## src/rtl/regfile_param.sv

```systemverilog
// regfile_param: parametrised register file with two combinational read ports,
// one synchronous write port, optional hardwired-zero register 0, and a
// sequential bulk-clear engine with a busy/done handshake.
// Optional feature macro: REGFILE_BYPASS_EN (write-first forwarding to both
// read ports). Without it, reads return the stored value only.
module regfile_param #(
  parameter int DATA_W   = 16,
  parameter int ADDR_W   = 3,
  parameter int ZERO_REG = 1
) (
  input  logic              clk,
  input  logic              rst,
  input  logic              we,
  input  logic [ADDR_W-1:0] waddr,
  input  logic [DATA_W-1:0] wdata,
  output logic              wr_ready,
  input  logic [ADDR_W-1:0] raddr_a,
  input  logic [ADDR_W-1:0] raddr_b,
  output logic [DATA_W-1:0] rdata_a,
  output logic [DATA_W-1:0] rdata_b,
  input  logic              clr_req,
  output logic              clr_busy,
  output logic              clr_done
);

  localparam int DEPTH = 1 << ADDR_W;
  localparam logic [ADDR_W-1:0] LAST_ADDR = ADDR_W'(DEPTH - 1);

  typedef enum logic [1:0] {
    IDLE  = 2'd0,
    CLEAR = 2'd1,
    DONE  = 2'd2
  } state_t;

  state_t            state_q, state_d;
  logic [ADDR_W-1:0] cnt_q, cnt_d;
  logic [DATA_W-1:0] mem_q [DEPTH];
  logic              wr_en;
  logic              clr_en;
  logic              wr_zero;

  // The write port is blocked for the whole clear so the two never collide.
  assign clr_busy = (state_q != IDLE);
  assign clr_done = (state_q == DONE);
  assign wr_ready = ~clr_busy;
  assign wr_en    = we & wr_ready;
  assign wr_zero  = (ZERO_REG != 0) && (waddr == '0);

  // FSM state and clear counter registers.
  always_ff @(posedge clk or posedge rst) begin
    if (rst) begin
      state_q <= IDLE;
      cnt_q   <= '0;
    end else begin
      state_q <= state_d;
      cnt_q   <= cnt_d;
    end
  end

  // Next-state logic: one register cleared per CLEAR cycle, counter saturates
  // at the last address; clr_req outside IDLE is simply ignored.
  always_comb begin
    state_d = state_q;
    cnt_d   = cnt_q;
    clr_en  = 1'b0;
    case (state_q)
      IDLE: begin
        if (clr_req) begin
          state_d = CLEAR;
          cnt_d   = '0;
        end
      end
      CLEAR: begin
        clr_en = 1'b1;
        if (cnt_q == LAST_ADDR) begin
          state_d = DONE;
        end else begin
          cnt_d = cnt_q + ADDR_W'(1);
        end
      end
      DONE: begin
        state_d = IDLE;
      end
      default: begin
        state_d = IDLE;
      end
    endcase
  end

  // Storage: each register clears on reset or on its clear-engine turn,
  // otherwise takes accepted write data (zero register discards writes).
  generate
    for (genvar gi = 0; gi < DEPTH; gi++) begin : g_reg
      always_ff @(posedge clk or posedge rst) begin
        if (rst) begin
          mem_q[gi] <= '0;
        end else if (clr_en && (cnt_q == ADDR_W'(gi))) begin
          mem_q[gi] <= '0;
        end else if (wr_en && (waddr == ADDR_W'(gi)) && !wr_zero) begin
          mem_q[gi] <= wdata;
        end
      end
    end
  endgenerate

  // Read port A: stored value, optional forwarding, zero register last.
  always_comb begin
    rdata_a = mem_q[raddr_a];
`ifdef REGFILE_BYPASS_EN
    if (wr_en && !wr_zero && (waddr == raddr_a)) begin
      rdata_a = wdata;
    end
`endif
    if ((ZERO_REG != 0) && (raddr_a == '0)) begin
      rdata_a = '0;
    end
  end

  // Read port B: same selection as port A.
  always_comb begin
    rdata_b = mem_q[raddr_b];
`ifdef REGFILE_BYPASS_EN
    if (wr_en && !wr_zero && (waddr == raddr_b)) begin
      rdata_b = wdata;
    end
`endif
    if ((ZERO_REG != 0) && (raddr_b == '0)) begin
      rdata_b = '0;
    end
  end

endmodule

```

## config.mk

```make
export PLATFORM = sky130hd
export DESIGN_NAME = regfile_param
export DESIGN_NICKNAME = d
export VERILOG_FILES = /design/src/rtl/regfile_param.sv
export SDC_FILE = /design/constraint.sdc
export NUM_CORES = 1
export LEC_CHECK = 0
export ABC_AREA = 1
export CAP_MARGIN = 30
export CORE_MARGIN = 3
export CORE_UTILIZATION = 40
export CTS_CLUSTER_DIAMETER = 50
export DETAILED_ROUTE_END_ITERATION = 8
export PLACE_DENSITY_LB_ADDON = 0.15
export SLEW_MARGIN = 20
export SYNTH_ARGS = -nofsm -noshare
export SYNTH_HDL_FRONTEND = slang
export SYNTH_SLANG_ARGS = --single-unit
```

## constraint.sdc

```tcl
create_clock -name clk -period 4.2 [get_ports clk]
set_input_delay 0.42 -clock clk [delete_from_list [all_inputs] [get_ports clk]]
set_output_delay 0.42 -clock clk [all_outputs]
set_load 0.02 [all_outputs]
```

Word level (Yosys, flattened, before mapping)

Cells that the tools add are included.

Register bits: 133
Logic and storage cells: 109

Equality and inequality tests: 19
Mux-type cells: 31
Bitwise logic cells: 4
Add/subtract/negate cells: 1
Order comparisons: 2
Reductions and logical operators: 42

Operators with widths:

| operator              | count |
|---|---|
| $mux W16              | 22 |
| $bmux W16 S3          | 2 |
| $eq A3 B3 Y1 const B  | 8 |
| $logic_and A1 B1 Y1   | 24 |
| $reduce_bool A2 Y1    | 10 |
| $eq A3 B2 Y1 const B  | 4 |
| $logic_not A3 Y1      | 4 |
| $ge A4 B4 Y1 const B  | 2 |
| $not A3 Y4            | 2 |
| $eq A3 B1 Y1 const B  | 2 |
| $mux W3               | 2 |
| $ne A2 B2 Y1 const B  | 3 |
| $pmux W3 S2           | 1 |
| $mux W2               | 2 |
| $pmux W2 S2           | 1 |
| $add A3 B1 Y3 const B | 1 |
| $reduce_and A3 Y1     | 1 |
| $eq A2 B1 Y1 const B  | 1 |
| $eq A2 B2 Y1 const B  | 1 |
| $logic_not A2 Y1      | 1 |
| $reduce_and A2 Y1     | 1 |
| $and A1 B1 Y1         | 1 |
| $logic_not A1 Y1      | 1 |
| $mux W1               | 1 |
| $not A1 Y1            | 1 |

Depth between registers and ports, before layout

Depth after elaboration: 7
Mapped depth: 8

Worst setup path before layout

OpenSTA, ideal clock, no wires.

Kind: input to output
From: input raddr_a[1]
To: output rdata_a[10]
Arrival: 1.398 ns
Cell stages on the path: 6
Slack: 2.382 ns
Data required time: 3.780 ns
Cell sequence: clkbuf_1 -> inv_1 -> nand2_1 -> buf_2 -> nand2_1 -> nor2_1

Cells in the longest elaborated chain, start to end: 5

RTL lines:

| what                                        | RTL line | source |
|---|---|---|
| start, declared                             | 17       | `input logic [ADDR_W-1:0] raddr_a,` |
| $not A3 Y4 (not written as such)            | 108      | `rdata_a = mem_q[raddr_a];` |
| $bmux W16 S3                                | 108      |  |
| $mux W16 (not written as such) (2 in a row) | 108      |  |
| $mux W16 (*)                                | 114      | `if ((ZERO_REG != 0) && (raddr_a == '0)) begin` |
| end, declared                               | 19       | `output logic [DATA_W-1:0] rdata_a,` |

Every way passes the cells marked *; elsewhere a longest branch is shown, timed or not. The select of a mux whose other input is x is not followed.

Worst setup path after layout

From: input raddr_a[1]
To: output rdata_a[6]

The elaborated chain is that of the path after synthesis.

==> results.toml <==
[status]
result_of_the_run = "finished, final reports clean"

[critical_path]
reg2reg_setup_slack_ps = 2440
crit_chain = "clkdlybuf4s50_1, buf_4, nand3_1, nand3_1, nand2_1, nor2_1, clkdlybuf4s50_1"
critPathTopFamily = "buffers and inverters"
worst-path-max-fanout = 32
crit_path_end_kind = "output port"
required_time_at_the_endpoint_of_the_critical_path_ps = 3780
path_class = "in -> out"
cp_slowest_cell = "sky130_fd_sc_hd__clkdlybuf4s50_1"
rr_endpoint = "mem_q[14]"
worst-path-buf-inv = 3
worstRegToRegCells = 5
crit_path_start_kind = "input port"
worstReg2RegStart = "cnt_q[0]"
timing.critical_path.slowest_cell_delay_ps = 650
worstPathArrival_ps = 2550

[placement]
dp_hpwl_um = 17500
place_congestion = 0.886
quantity_of_i_o_buffers_inserted_on_ports = 63
placed_cell_area_um2 = 8970

[sta]
timing.final.hold_violations = 0
setup_viol = 0
tightestPinTransition_ps = 745
post-route-min-period_ps = 2970
rsz0062_at_grt = "false"
finalCritPeriodShare_pct = 70.8
fin_worst_skew_ps = 7.82
achievable-frequency_ghz = 0.336
timing.max_slew.rel_slack_pct = 50.2
slew_viols_final = 0
setup_tns_after_final_layout_ps = 0
hold_slack_ps = 427

[grt]
grt_pass1_wl_um = 43200
gr-total-overflow = 0
first_global_vias = 7737
grt_start_max_net_pins = 74
antenna_found_initial = 0
total_routing_usage_gr_pct = 25.3

[layout]
antenna-diode-count = 0
finish.net_count = 1298
drive_above_1_share_pct = 8.39
finalInstanceArea_um2 = 9650
commonest_non_fill_non_tap_cells_in_the_layout = "444 x sky130_fd_sc_hd__nand2_1, 227 x sky130_fd_sc_hd__nand3_1, 155 x sky130_fd_sc_hd__inv_1, 133 x sky130_fd_sc_hd__dfrtp_1, 87 x sky130_fd_sc_hd__nor2_1"
synthToLayoutAreaGrowth_pct = 17.0
final_common_cell = "sky130_fd_sc_hd__nand2_1"

[worst_hold_path]
worstHoldPathType = "in -> async"

[logic_synthesis]
synth_seq_cells = 133
synth.area.top_cells = "sky130_fd_sc_hd__dfrtp_1 40%, sky130_fd_sc_hd__nand2_1 20%, sky130_fd_sc_hd__nand3_1 14%, sky130_fd_sc_hd__inv_1 7.1%, sky130_fd_sc_hd__nor2_1 4.0%"
netlist-cell-type-count = 23
ys_seq_area_share_pct = 40.4
synth.top_cell.area_share_pct = 40.4
ys.warnings.count = 0
syn-cell-area_um2 = 8240
synth_area_leader_cell = "sky130_fd_sc_hd__dfrtp_1"
synthesis.area_per_instance_um2 = 6.66
mapped_nets = 1273
postSynthCellCount = 1238

[clock_tree]
cts-root-to-sink-buffers = 2
clock_tree_from_tritoncts = "built"
cts_hold_buf = 0
count_of_h_tree_levels_built_during_cts = 4
cts_setup_buffers = 0
path_clk_slew_ps = 60
cts_resized = 0
worst_skew_pair.late_latency_ps = 430
cts.sinks = 133
cts_inserted_buffers = 17
cts_root_buf = "sky130_fd_sc_hd__clkbuf_16"

[drt]
wirelength_um = 27300
drc = 0
avgRoutedWirePerCell_um = 17.7
vias_per_cell = 5.17
dr.first_iter.drc_count = 656
drt_pass1_iterations = 5
detailroute.via_count = 7970
antenna_violating_nets_post_route = 0

[floorplanning]
io-pin-count = 64
die_y_um = 150
die_area_um2 = 22400
starting_density_of_the_core_pct = 41.5
dieWidth_um = 150
core_area_um2 = 19800
rows = 51

[power]
pwr_density_cell_nw_per_um2 = 568
peak_supply_drop_mv = 0.439
p_leak_nw = 5.20

[flow_run]
max-cap-violations = 0
==> cell type report <==
class | count | area, µm²
Fill cell | 2014 | 10200
Multi-Input combinational cell | 868 | 3930
Sequential cell | 133 | 3330
Timing Repair Buffer | 77 | 751
Inverter | 166 | 633
Clock buffer | 19 | 443
Tap cell | 265 | 332
Clock inverter | 13 | 228
==> layer usage <==
layer	GRT usage (%)	wire length, µm	vias to the layer above
li1	-	-	3873
met1	33.9	11700	3729
met2	40.8	12800	321
met3	5.06	1920	47
met4	9.15	833	0
met5	0	0	-
==> kinds of logic (layout without fill, tap and decap cells) <==
group,after synthesis,count (layout),share of synthesized area (%)
buffers and inverters,237,275,11.9
AND/OR/NAND/NOR,779,779,40.4
adder cells (fa/ha/maj),6,6,0.911
flip-flops,133,133,40.4
AO/OA/AOI/OAI,83,83,6.40
==> cells in the mapped netlist (all sizes together) <==
library cell    n
ha              6
clkbuf         24
inv           166
nand4           2
nand3         231
buf            47
dfrtp         133
nand2         453
nor2           93
o21ai          83
==> metrics by stage <==
step	util [%]	setup WS (ps)	cells	power [mW]
after floorplan	-	226	1238	3.18
after global placement	45.1	1270	1508	3.75
after detailed placement	45.2	1280	1509	3.78
after CTS	48.6	1270	1541	5.52
after global routing	48.6	1140	1541	5.87
final	48.6	1230	1541	5.48
==> state kept, by name (all words and copies together) (netlist names) <==
signal and count:
cnt_q 3, state_q 2, mem_q 128
==> power by group <==
part	leakage [nW]	internal (mW)	switching, mW
Combinational	3.07	0.634	1.27
Clock	0.323	1.13	0.595
Sequential	1.80	1.68	0.181
Total	5.20	3.44	2.04
==> worst reg2reg max path, delay by kind of cell (launching register included) <==
kind,cells,cell delay (ps)
AO/OA/AOI/OAI,1,310
adder cells (fa/ha/maj),2,450
flip-flops,1,430
AND/OR/NAND/NOR,2,480
==> how the worst max path moves through the flow <==
stage	endpoint	startpoint	cells after the start
global placement	rdata_b[8]	raddr_b[1]	7
detailed placement	rdata_b[8]	raddr_b[1]	7
CTS	rdata_b[8]	raddr_b[1]	7
finish	rdata_a[6]	raddr_a[1]	7
floorplan	cnt_q[0]	rst	1
global route	rdata_a[15]	raddr_a[1]	8
(Power assumes the default switching activity.)
